--- src/rtl/ccff_chain_loader.sv ---
// Streams bitstream words MSB-first into a serial configuration-flop chain.
// Captures the bits that fall out of the chain tail into readback words.
module ccff_chain_loader #(
  parameter int CHAIN_LEN = 8,
  parameter int WORD_W    = 8
) (
  input  logic              prog_clk,
  input  logic              pReset,
  input  logic              start,
  input  logic              abort,
  input  logic [WORD_W-1:0] wr_data,
  input  logic              wr_valid,
  output logic              wr_ready,
  output logic              ccff_head,
  output logic              ccff_clk_en,
  input  logic              ccff_tail,
  output logic              busy,
  output logic              done,
  output logic [WORD_W-1:0] rd_data,
  output logic              rd_valid
);

  localparam int MAX_N = (CHAIN_LEN > WORD_W) ? CHAIN_LEN : WORD_W;
  localparam int CNT_W = $clog2(MAX_N + 1);
  localparam logic [CNT_W-1:0] CHAIN_CNT = CNT_W'(CHAIN_LEN);
  localparam logic [CNT_W-1:0] WORD_CNT  = CNT_W'(WORD_W);
  localparam logic [CNT_W-1:0] ONE       = CNT_W'(1);

  typedef enum logic [1:0] {S_IDLE, S_FETCH, S_SHIFT, S_DONE} state_t;

  state_t            state_q, state_d;
  logic [WORD_W-1:0] sreg_q, sreg_d;
  logic [WORD_W-1:0] rb_q, rb_d;
  logic [WORD_W-1:0] rd_data_q, rd_data_d;
  logic [CNT_W-1:0]  bits_rem_q, bits_rem_d;
  logic [CNT_W-1:0]  wbits_q, wbits_d;
  logic [CNT_W-1:0]  rb_cnt_q, rb_cnt_d;
  logic              head_q, head_d;
  logic              en_q, en_d;
  logic              done_q, done_d;
  logic              rd_valid_q, rd_valid_d;
  logic [WORD_W-1:0] rb_shift;
  logic [CNT_W-1:0]  rb_cnt_inc;

  always_comb begin
    state_d    = state_q;
    sreg_d     = sreg_q;
    rb_d       = rb_q;
    rd_data_d  = rd_data_q;
    bits_rem_d = bits_rem_q;
    wbits_d    = wbits_q;
    rb_cnt_d   = rb_cnt_q;
    head_d     = head_q;
    en_d       = 1'b0;
    done_d     = 1'b0;
    rd_valid_d = 1'b0;
    wr_ready   = 1'b0;
    rb_shift   = (rb_q << 1) | WORD_W'(ccff_tail);
    rb_cnt_inc = rb_cnt_q + ONE;

    // The chain captures on every enabled cycle, so readback follows en_q, not state.
    if (en_q) begin
      if (rb_cnt_inc == WORD_CNT) begin
        rd_data_d  = rb_shift;
        rd_valid_d = 1'b1;
        rb_d       = '0;
        rb_cnt_d   = '0;
      end else begin
        rb_d     = rb_shift;
        rb_cnt_d = rb_cnt_inc;
      end
    end

    case (state_q)
      S_IDLE: begin
        if (start) begin
          state_d    = S_FETCH;
          bits_rem_d = CHAIN_CNT;
          wbits_d    = '0;
          rb_d       = '0;
          rb_cnt_d   = '0;
        end
      end
      S_FETCH: begin
        wr_ready = 1'b1;
        if (wr_valid) begin
          sreg_d  = wr_data;
          wbits_d = (bits_rem_q < WORD_CNT) ? bits_rem_q : WORD_CNT;
          state_d = S_SHIFT;
        end
      end
      S_SHIFT: begin
        head_d     = sreg_q[WORD_W-1];
        en_d       = 1'b1;
        sreg_d     = sreg_q << 1;
        wbits_d    = wbits_q - ONE;
        bits_rem_d = bits_rem_q - ONE;
        if (wbits_q == ONE)
          state_d = (bits_rem_q == ONE) ? S_DONE : S_FETCH;
      end
      S_DONE: begin
        // This is the final enabled cycle; its tail bit is already folded into rb_d.
        done_d  = 1'b1;
        state_d = S_IDLE;
        if (rb_cnt_d != '0) begin
          rd_valid_d = 1'b1;
          rd_data_d  = rb_d << (WORD_CNT - rb_cnt_d);
          rb_d       = '0;
          rb_cnt_d   = '0;
        end
      end
      default: state_d = S_IDLE;
    endcase

    if (abort && (state_q != S_IDLE)) begin
      state_d    = S_IDLE;
      wr_ready   = 1'b0;
      sreg_d     = sreg_q;
      head_d     = head_q;
      en_d       = 1'b0;
      done_d     = 1'b0;
      rd_valid_d = 1'b0;
      rd_data_d  = rd_data_q;
      rb_d       = '0;
      rb_cnt_d   = '0;
    end
  end

  always_ff @(posedge prog_clk or posedge pReset) begin
    if (pReset) begin
      state_q    <= S_IDLE;
      sreg_q     <= '0;
      rb_q       <= '0;
      rd_data_q  <= '0;
      bits_rem_q <= '0;
      wbits_q    <= '0;
      rb_cnt_q   <= '0;
      head_q     <= 1'b0;
      en_q       <= 1'b0;
      done_q     <= 1'b0;
      rd_valid_q <= 1'b0;
    end else begin
      state_q    <= state_d;
      sreg_q     <= sreg_d;
      rb_q       <= rb_d;
      rd_data_q  <= rd_data_d;
      bits_rem_q <= bits_rem_d;
      wbits_q    <= wbits_d;
      rb_cnt_q   <= rb_cnt_d;
      head_q     <= head_d;
      en_q       <= en_d;
      done_q     <= done_d;
      rd_valid_q <= rd_valid_d;
    end
  end

  assign busy        = (state_q != S_IDLE);
  assign ccff_head   = head_q;
  assign ccff_clk_en = en_q;
  assign done        = done_q;
  assign rd_data     = rd_data_q;
  assign rd_valid    = rd_valid_q;

endmodule

--- config.mk ---
export PLATFORM = sky130hd
export DESIGN_NAME = ccff_chain_loader
export DESIGN_NICKNAME = d
export VERILOG_FILES = /design/src/rtl/ccff_chain_loader.sv
export SDC_FILE = /design/constraint.sdc
export NUM_CORES = 1
export LEC_CHECK = 0
export CORE_UTILIZATION = 61
export DETAILED_ROUTE_END_ITERATION = 7
export GPL_TIMING_DRIVEN = 0
export PLACE_DENSITY = 0.83
export SYNTH_ARGS = -nofsm -noshare
export SYNTH_HDL_FRONTEND = slang
export SYNTH_SLANG_ARGS = --single-unit
--- constraint.sdc ---
create_clock -name prog_clk -period 6 [get_ports prog_clk]
set_input_delay 0.9 -clock prog_clk [delete_from_list [all_inputs] [get_ports prog_clk]]
set_output_delay 0.9 -clock prog_clk [all_outputs]
set_load 0.05 [all_outputs]
; ---- Word level (Yosys, flattened, before mapping)
; Index checks and enable logic that the tools add are counted.
[op_classes]
magnitude_cmp = 1
n_mux = 41
add_sub_neg = 4
shift = 1
eq_ne = 11
bitwise_logic = 2
n_reduce_logical = 12
[ops]
columns = operator, count
row1 = 8-bit 2-to-1 mux, 10
row2 = 4-bit 2-to-1 mux, 9
row3 = 8-bit one-hot mux with 2 select lines, 2
row4 = 4-bit one-hot mux with 2 select lines, 2
row5 = 4-bit one-hot mux with 3 select lines, 1
row6 = 1-bit 2-to-1 mux, 11
row7 = 2-bit 2-to-1 mux, 5
row8 = "3-bit inequality test, second input constant", 3
row9 = 3-bit AND reduction, 3
row10 = "4-bit by 1-bit == test with 1-bit output, second input constant", 2
row11 = 8-bit by 1-bit bitwise OR with 8-bit output, 1
row12 = 2-bit one-hot mux with 4 select lines, 1
row13 = 8-bit by 4-bit << shifter with 8-bit output, 1
row14 = "4-bit by 1-bit subtractor with 4-bit output, second input constant", 2
row15 = 2-bit nonzero test, 3
row16 = "4-bit by 1-bit adder with 4-bit output, second input constant", 1
row17 = "2-bit == test, second input constant", 2
row18 = "4-bit == test, second input constant", 1
row19 = "4-bit less-than comparator, second input constant", 1
row20 = "2-bit inequality test, second input constant", 2
row21 = 2-bit AND reduction, 2
row22 = 4-bit nonzero test, 1
row23 = "4-bit subtractor, first input constant", 1
row24 = 3-bit nonzero test, 1
row25 = other kinds (4), 4
[totals]
elab_cells = 83
input_bits = 14
out_inout_bits = 14
register_bits = 42

; ---- Longest topological paths before layout
; Gate-level depths: netlist of run 1.
[logic_depth]
depth_word = 8
depth_mapped = 14
depth_no_buf = 12

; ---- Worst setup path after synthesis of run 1
; OpenSTA, ideal clock, no wires.
[synth_timing]
path_type = input port to output port
startpoint = in abort
endpoint = out wr_ready
t_required_ns = 5.100
path_slack_ns = 3.187
path_buffers = 1
arrival_time_ns = 1.913
cell_stages = 3
cell_sequence = nor2b_1 -> clkbuf_1 -> nor2b_1
[synth_between]
elab_chain_len = 2
[synth_rtl]
columns = item, line
row1 = "start, declared", 10  ; input logic abort,
row2 = 1-bit logical AND, 115  ; if (abort && (state_q != S_IDLE)) begin
row3 = 1-bit 2-to-1 mux, 115
row4 = "end, declared", 13  ; output logic wr_ready,
; Every way passes these cells.

; ---- Worst setup path in the final report of run 1
; Ends and elaborated chain as after synthesis.

==> flow_summary.ini, run 1 <==
[global_route]
use_met3_pct = 5.43
antenna_found_initial = 0
busiest_layer = met2
grtUsageMet2_pct = 50.0
grt_pass1_wl_mm = 10.1
grt_pass1_vias = 2204
grt_use_met1_pct = 37.2
gr-usage-all-layers_pct = 29.5
grt_max_degree = 43
overflow = 0

[routing]
antenna_left = 0
dr.pass1.iters = 5
routed_via_density = 6.17
drt-total-wl_mm = 6.32
dr_total_vias = 2371
drc = 0
dr.first_iter.drc_count = 192
post_drt_wl_per_cell_um = 16.5

[cts]
cts_buffers = 5
cts_tree = done
clock_sinks = 42
post_cts_buffers = 0
post_cts_resized = 0
clk_latency_ps = 310
clk_pin_slew_worst_paths_ps = 80
hold_buffers = 0
root_buffer = clkbuf_8
htree_levels = 2
clockBufferDepth = 2

[placement]
io_buffer_count = 27
gp_congestion = 0.919
dp_slack_ps = 2330
hpwl_mm = 4.45

[logic_synthesis]
synthFlopType = dfrtp_1
async_flop_share_pct = 100
ys_types = 50
synthTopCellsByArea = dfrtp_1 39%, mux2i_1 9.2%, nand2_1 5.0%
synth.most_common_cell = dfrtp_1
synth_cells = 299
yosys.area.top_type = dfrtp_1
ys_seq_area_share_pct = 38.7
syn_nets = 323
synth_seq_cells = 42
syn_avg_cell_area_um2 = 9.09
netlist_area_um2 = 2720
synth.top_cell.area_share_pct = 38.7
yosys_warnings = 0
synth-edff-count = 0
synthTopCellsByCount = 42 x dfrtp_1, 36 x nand2_1, 28 x nor2_1, 25 x mux2i_1, 21 x o21ai_0

[floorplan]
ios = 28
rows = 23
die_h_um = 68.8
coreArea_um2 = 4140
initial_core_util_pct = 65.6
dieArea_um2 = 4730
die_x_um = 68.8

[sta]
finalMaxSlewViolations = 0
post-route-min-period_ps = 3670
fin_tns_setup_ps = 0
max_freq_ghz = 0.272
clock_skew_ps = 6.72
tightest_slew_ps = 873
relSlewSlack_pct = 41.7
setup_viol = 0
holdWs_ps = 496
post-route-period-util_pct = 61.2
grt_setup_unrepaired = false
hold_viol = 0
setup_ws_ps = 2330

[min_path]
hp-class = reg2reg
min-delay-start = sreg_q[3]

[setup_path]
path_buf_inv = 3
worstSetupPathType = in2out
r2r-start = rb_cnt_q[1]
cp.arrival_ps = 2770
start_kind = primary input
crit_family = buffers and inverters
end_kind = output port
crit_chain = clkdlybuf4s50_1 > nor2b_1 > clkbuf_1 > nor2b_1 > clkdlybuf4s50_1
cp_max_fo = 10
slowest_stage = clkdlybuf4s50_1
cp-startpoint = abort
worst-endpoint-required_ps = 5100
cpPeakStageDelay_ps = 710

[cells_and_area]
nNetsFinal = 357
diodes = 0
drive_above_1_share_pct = 10.2
fillCellCount = 338
area_growth_pct = 17.5

[power_and_ir_drop]
p_per_area_nw_per_um2 = 469
vdd_drop_max_mv = 0.328
leakage_nw = 1.36

[run]
drv_cap = 0

[outcome]
status = finished clean
## worst min-delay path, delay by kind of cell, from the launching register on
kind	cells	cell delay (ps)
AOI/OAI and AO/OA	1	60
DFF	1	350
and+or+nand+nor	1	50
## layer usage
layer	routed length, um	vias up	part of all wire, %
li1	-	1120	-
met1	2670	1143	42
met2	3180	97	50
met3	370	11	5.9
met4	104	0	1.6
met5	0	-	0
## power breakdown
group / switching [W] / leakage (nW) / internal, W
logic: 0.000491 / 0.730 / 0.000294
clock network: 0.000105 / 0.0714 / 0.000178
registers: 0.0000674 / 0.556 / 0.000363
total: 0.000664 / 1.36 / 0.000834
## layout make-up
| cell class | instances | area [um^2] | share of cell area [%] |
|---|---|---|---|
| multi-input combinational | 228 | 1520 | 47.6 |
| timing repair buffer | 27 | 270 | 8.46 |
| tap | 50 | 62.6 | 1.96 |
| clock buffer | 6 | 82.6 | 2.59 |
| sequential | 42 | 1050 | 32.9 |
| clock inverter | 2 | 60.1 | 1.88 |
| buffer | 14 | 90.1 | 2.82 |
| inverter | 15 | 56.3 | 1.76 |
## sequential cells by signal, indices dropped and copies added, names as in the netlist
name         cells
state_q          2
sreg_q           8
rd_data          8
rb_cnt_q         4
wbits_q          4
ccff_clk_en      1
done             1
rd_valid         1
ccff_head        1
bits_rem_q       4
rb_q             8
## logic make-up after synthesis
family,Yosys count,share of synthesized area [%]
and+or+nand+nor,103,17.5
AOI/OAI and AO/OA,74,17.9
DFF,42,38.7
muxes,32,12.2
buffers and inverters,29,5.38
adders and majority gates,10,4.60
xor gates and xnor gates,9,3.73
## cell usage in the layout, fill, tap and decap left out, types with 6 or more instances in the layout
cell type,Yosys,routed
a21oi_1,12,12
a22oi_1,7,7
clkbuf_8,0,6
clkdlybuf4s50_1,0,27
dfrtp_1,42,42
ha_1,10,10
inv_1,14,13
mux2i_1,25,25
nand2_1,36,36
nand3_1,13,13
nor2_1,28,28
o21ai_0,21,21
o21ai_1,8,8
## metrics by stage
step | std cells | util (%) | total power, W | instance area (um^2)
2_1_floorplan | 299 | - | 0.00101 | 2720
3_3_place_gp | 376 | 73.6 | 0.00119 | 3050
3_5_place_dp | 376 | 73.6 | 0.00121 | 3050
4_1_cts | 384 | 77.1 | 0.00150 | 3190
5_1_grt | 384 | 77.1 | 0.00159 | 3190
6_report | 384 | 77.1 | 0.00150 | 3190
## final timing paths
kind,to,slack (ps),cells after the start
min,sreg_q[3],500,2
max in group asynchronous,wbits_q[2],4360,2
max reg2reg,rd_data[6],3010,13
min in group asynchronous,rb_q[3],1080,2
max,wr_ready,2330,5
min reg2reg,sreg_q[3],500,2
Note: power is estimated with default switching activity, not from simulation.
==> run 2: changes to the inputs <==
- CORE_UTILIZATION: 61 -> 51
- PLACE_DENSITY: 0.83 -> 0.74
- clock period: 6 -> 3 ns (I/O delays scaled with it)
==> run 2 against run 1 <==
Net effect:
- first-iteration DRC count shrank 32%
- die area grew 19%
- register-to-register slack lost 2800 ps
- critical path depth grew 7
- largest power group unchanged
- setup slack lost 2100 ps
- flip-flop and latch count is the same
- sequential share of layout area grew 0.23 points
- via count shrank 5.5%
==> flow_summary.ini, run 2 (synthesis gave the netlist of run 1 again) <==
[global_route]
grt_pass1_wl_mm = 10.1
gr-usage-all-layers_pct = 23.7
grt_pass1_vias = 2101
antenna_found_initial = 0
overflow = 0
grt_max_degree = 43

[cts]
cts_tree = done
clk_latency_ps = 300
htree_levels = 2
clock_sinks = 42
clk_pin_slew_worst_paths_ps = 80
hold_buffers = 0
cts_buffers = 5
clockBufferDepth = 2
root_buffer = clkbuf_8

[min_path]
hp-class = reg2reg

[setup_path]
crit_family = adder cells
worstSetupPathType = reg2reg
crit_chain = ha_1 > buf_2 > nand3_1 > a21oi_2 > buf_4 > nor2_2 > inv_1 > ha_2 > mux2_2 > and3_1 > a21oi_1 > o31ai_1
worst-endpoint-required_ps = 3160
path_buf_inv = 3
slowest_stage = ha_2
cp.arrival_ps = 2960
start_kind = register
end_kind = register
cpPeakStageDelay_ps = 460
cp_max_fo = 10

[routing]
post_drt_wl_per_cell_um = 14.8
drc = 0
drt-total-wl_mm = 5.95
antenna_left = 0
dr.first_iter.drc_count = 130
routed_via_density = 5.56
dr.pass1.iters = 5
dr_total_vias = 2240

[power_and_ir_drop]
finalPower_w = 0.00279
p_per_area_nw_per_um2 = 881
leakage_nw = 1.33
vdd_drop_max_mv = 0.602

[floorplan]
coreArea_um2 = 5110
dieArea_um2 = 5630
ios = 28
initial_core_util_pct = 53.2
die_h_um = 75.0
rows = 26
die_x_um = 75.0

[cells_and_area]
finalNonFillerCells = 403
nNetsFinal = 356
fillCellCount = 489
drive_above_1_share_pct = 11.1
final_common_cell = dfrtp_1
area_growth_pct = 16.7
mostFrequentLayoutCells = 42 x dfrtp_1, 36 x nand2_1, 27 x nor2_1, 27 x clkdlybuf4s50_1, 25 x mux2i_1
diodes = 0

[placement]
hpwl_mm = 4.33
place_inst = 396
gp_congestion = 0.893
io_buffer_count = 27

[run]
drv_cap = 0

[sta]
max_freq_ghz = 0.357
grt_setup_unrepaired = false
clock_skew_ps = 14.3
relSlewSlack_pct = 42.4
post-route-period-util_pct = 93.4
holdWs_ps = 482
tightest_slew_ps = 862
hold_viol = 0
post-route-min-period_ps = 2800
finalMaxSlewViolations = 0
setup_viol = 0

[outcome]
status = finished clean
==> run 2: tightest hold or removal path, cell delays in order (launching register included) <==
cell	delay [ps]
dfrtp_1	340
nand2_1	50
o21ai_0	60
==> run 2: path summary, 6_finish.rpt <==
check / slack [ps] / cells after the start / startpoint / end
setup reg to reg: 200 / 12 / rb_cnt_q[1] / rd_data[6]
min in group asynchronous: 640 / 2 / pReset / rd_data[3]
max in group asynchronous: 1800 / 2 / pReset / sreg_q[0]
setup / recovery: 200 / 12 / rb_cnt_q[1] / rd_data[6]
hold / removal: 480 / 2 / sreg_q[5] / sreg_q[5]
hold reg to reg: 480 / 2 / sreg_q[5] / sreg_q[5]
==> run 2: report_power, final <==
part | switching, W | internal, W
sequential | 0.000126 | 0.000725
combinational | 0.000967 | 0.000595
clock | 0.000194 | 0.000186
total | 0.00129 | 0.00151
==> run 2: repair_timing <==
| action | 4_1_cts | 5_1_grt |
|---|---|---|
| endpoints found under the hold margin | 0 | 0 |
| pin swaps | 0 | 1 |
| endpoints found under the setup margin | 1 | 5 |
| gates resized for setup | 0 | 5 |
| buffers inserted | 0 | 0 |
==> run 2: stage by stage <==
step                      utilization, %  area, um^2  TNS (ps)  setup WS [ps]
after global placement              60.2        3080     -30.1          -30.1
after CTS                           62.0        3160         0            123
after global routing                62.1        3170         0           37.2
after floorplan                        -        2720         0            304
final                               62.1        3170         0            198
after detailed placement            60.2        3080     -4.38          -4.38
==> run 2: final cells by class <==
type	instances	area (um^2)	share of cell area (%)
Timing Repair Buffer	27	270	8.52
Tap cell	70	87.6	2.76
Multi-Input combinational cell	228	1530	48.2
Buffer	13	87.6	2.76
Inverter	15	56.3	1.78
Clock inverter	1	5.00	0.158
Clock buffer	7	86.3	2.72
Sequential cell	42	1050	33.1
==> run 2: per-layer routing <==
metal,up-vias,GRT usage [%],wire [um]
li1,1127,-,-
met1,1055,33.0,2850
met2,49,38.2,2820
met3,9,3.75,204
met4,0,7.13,72
met5,-,0,0
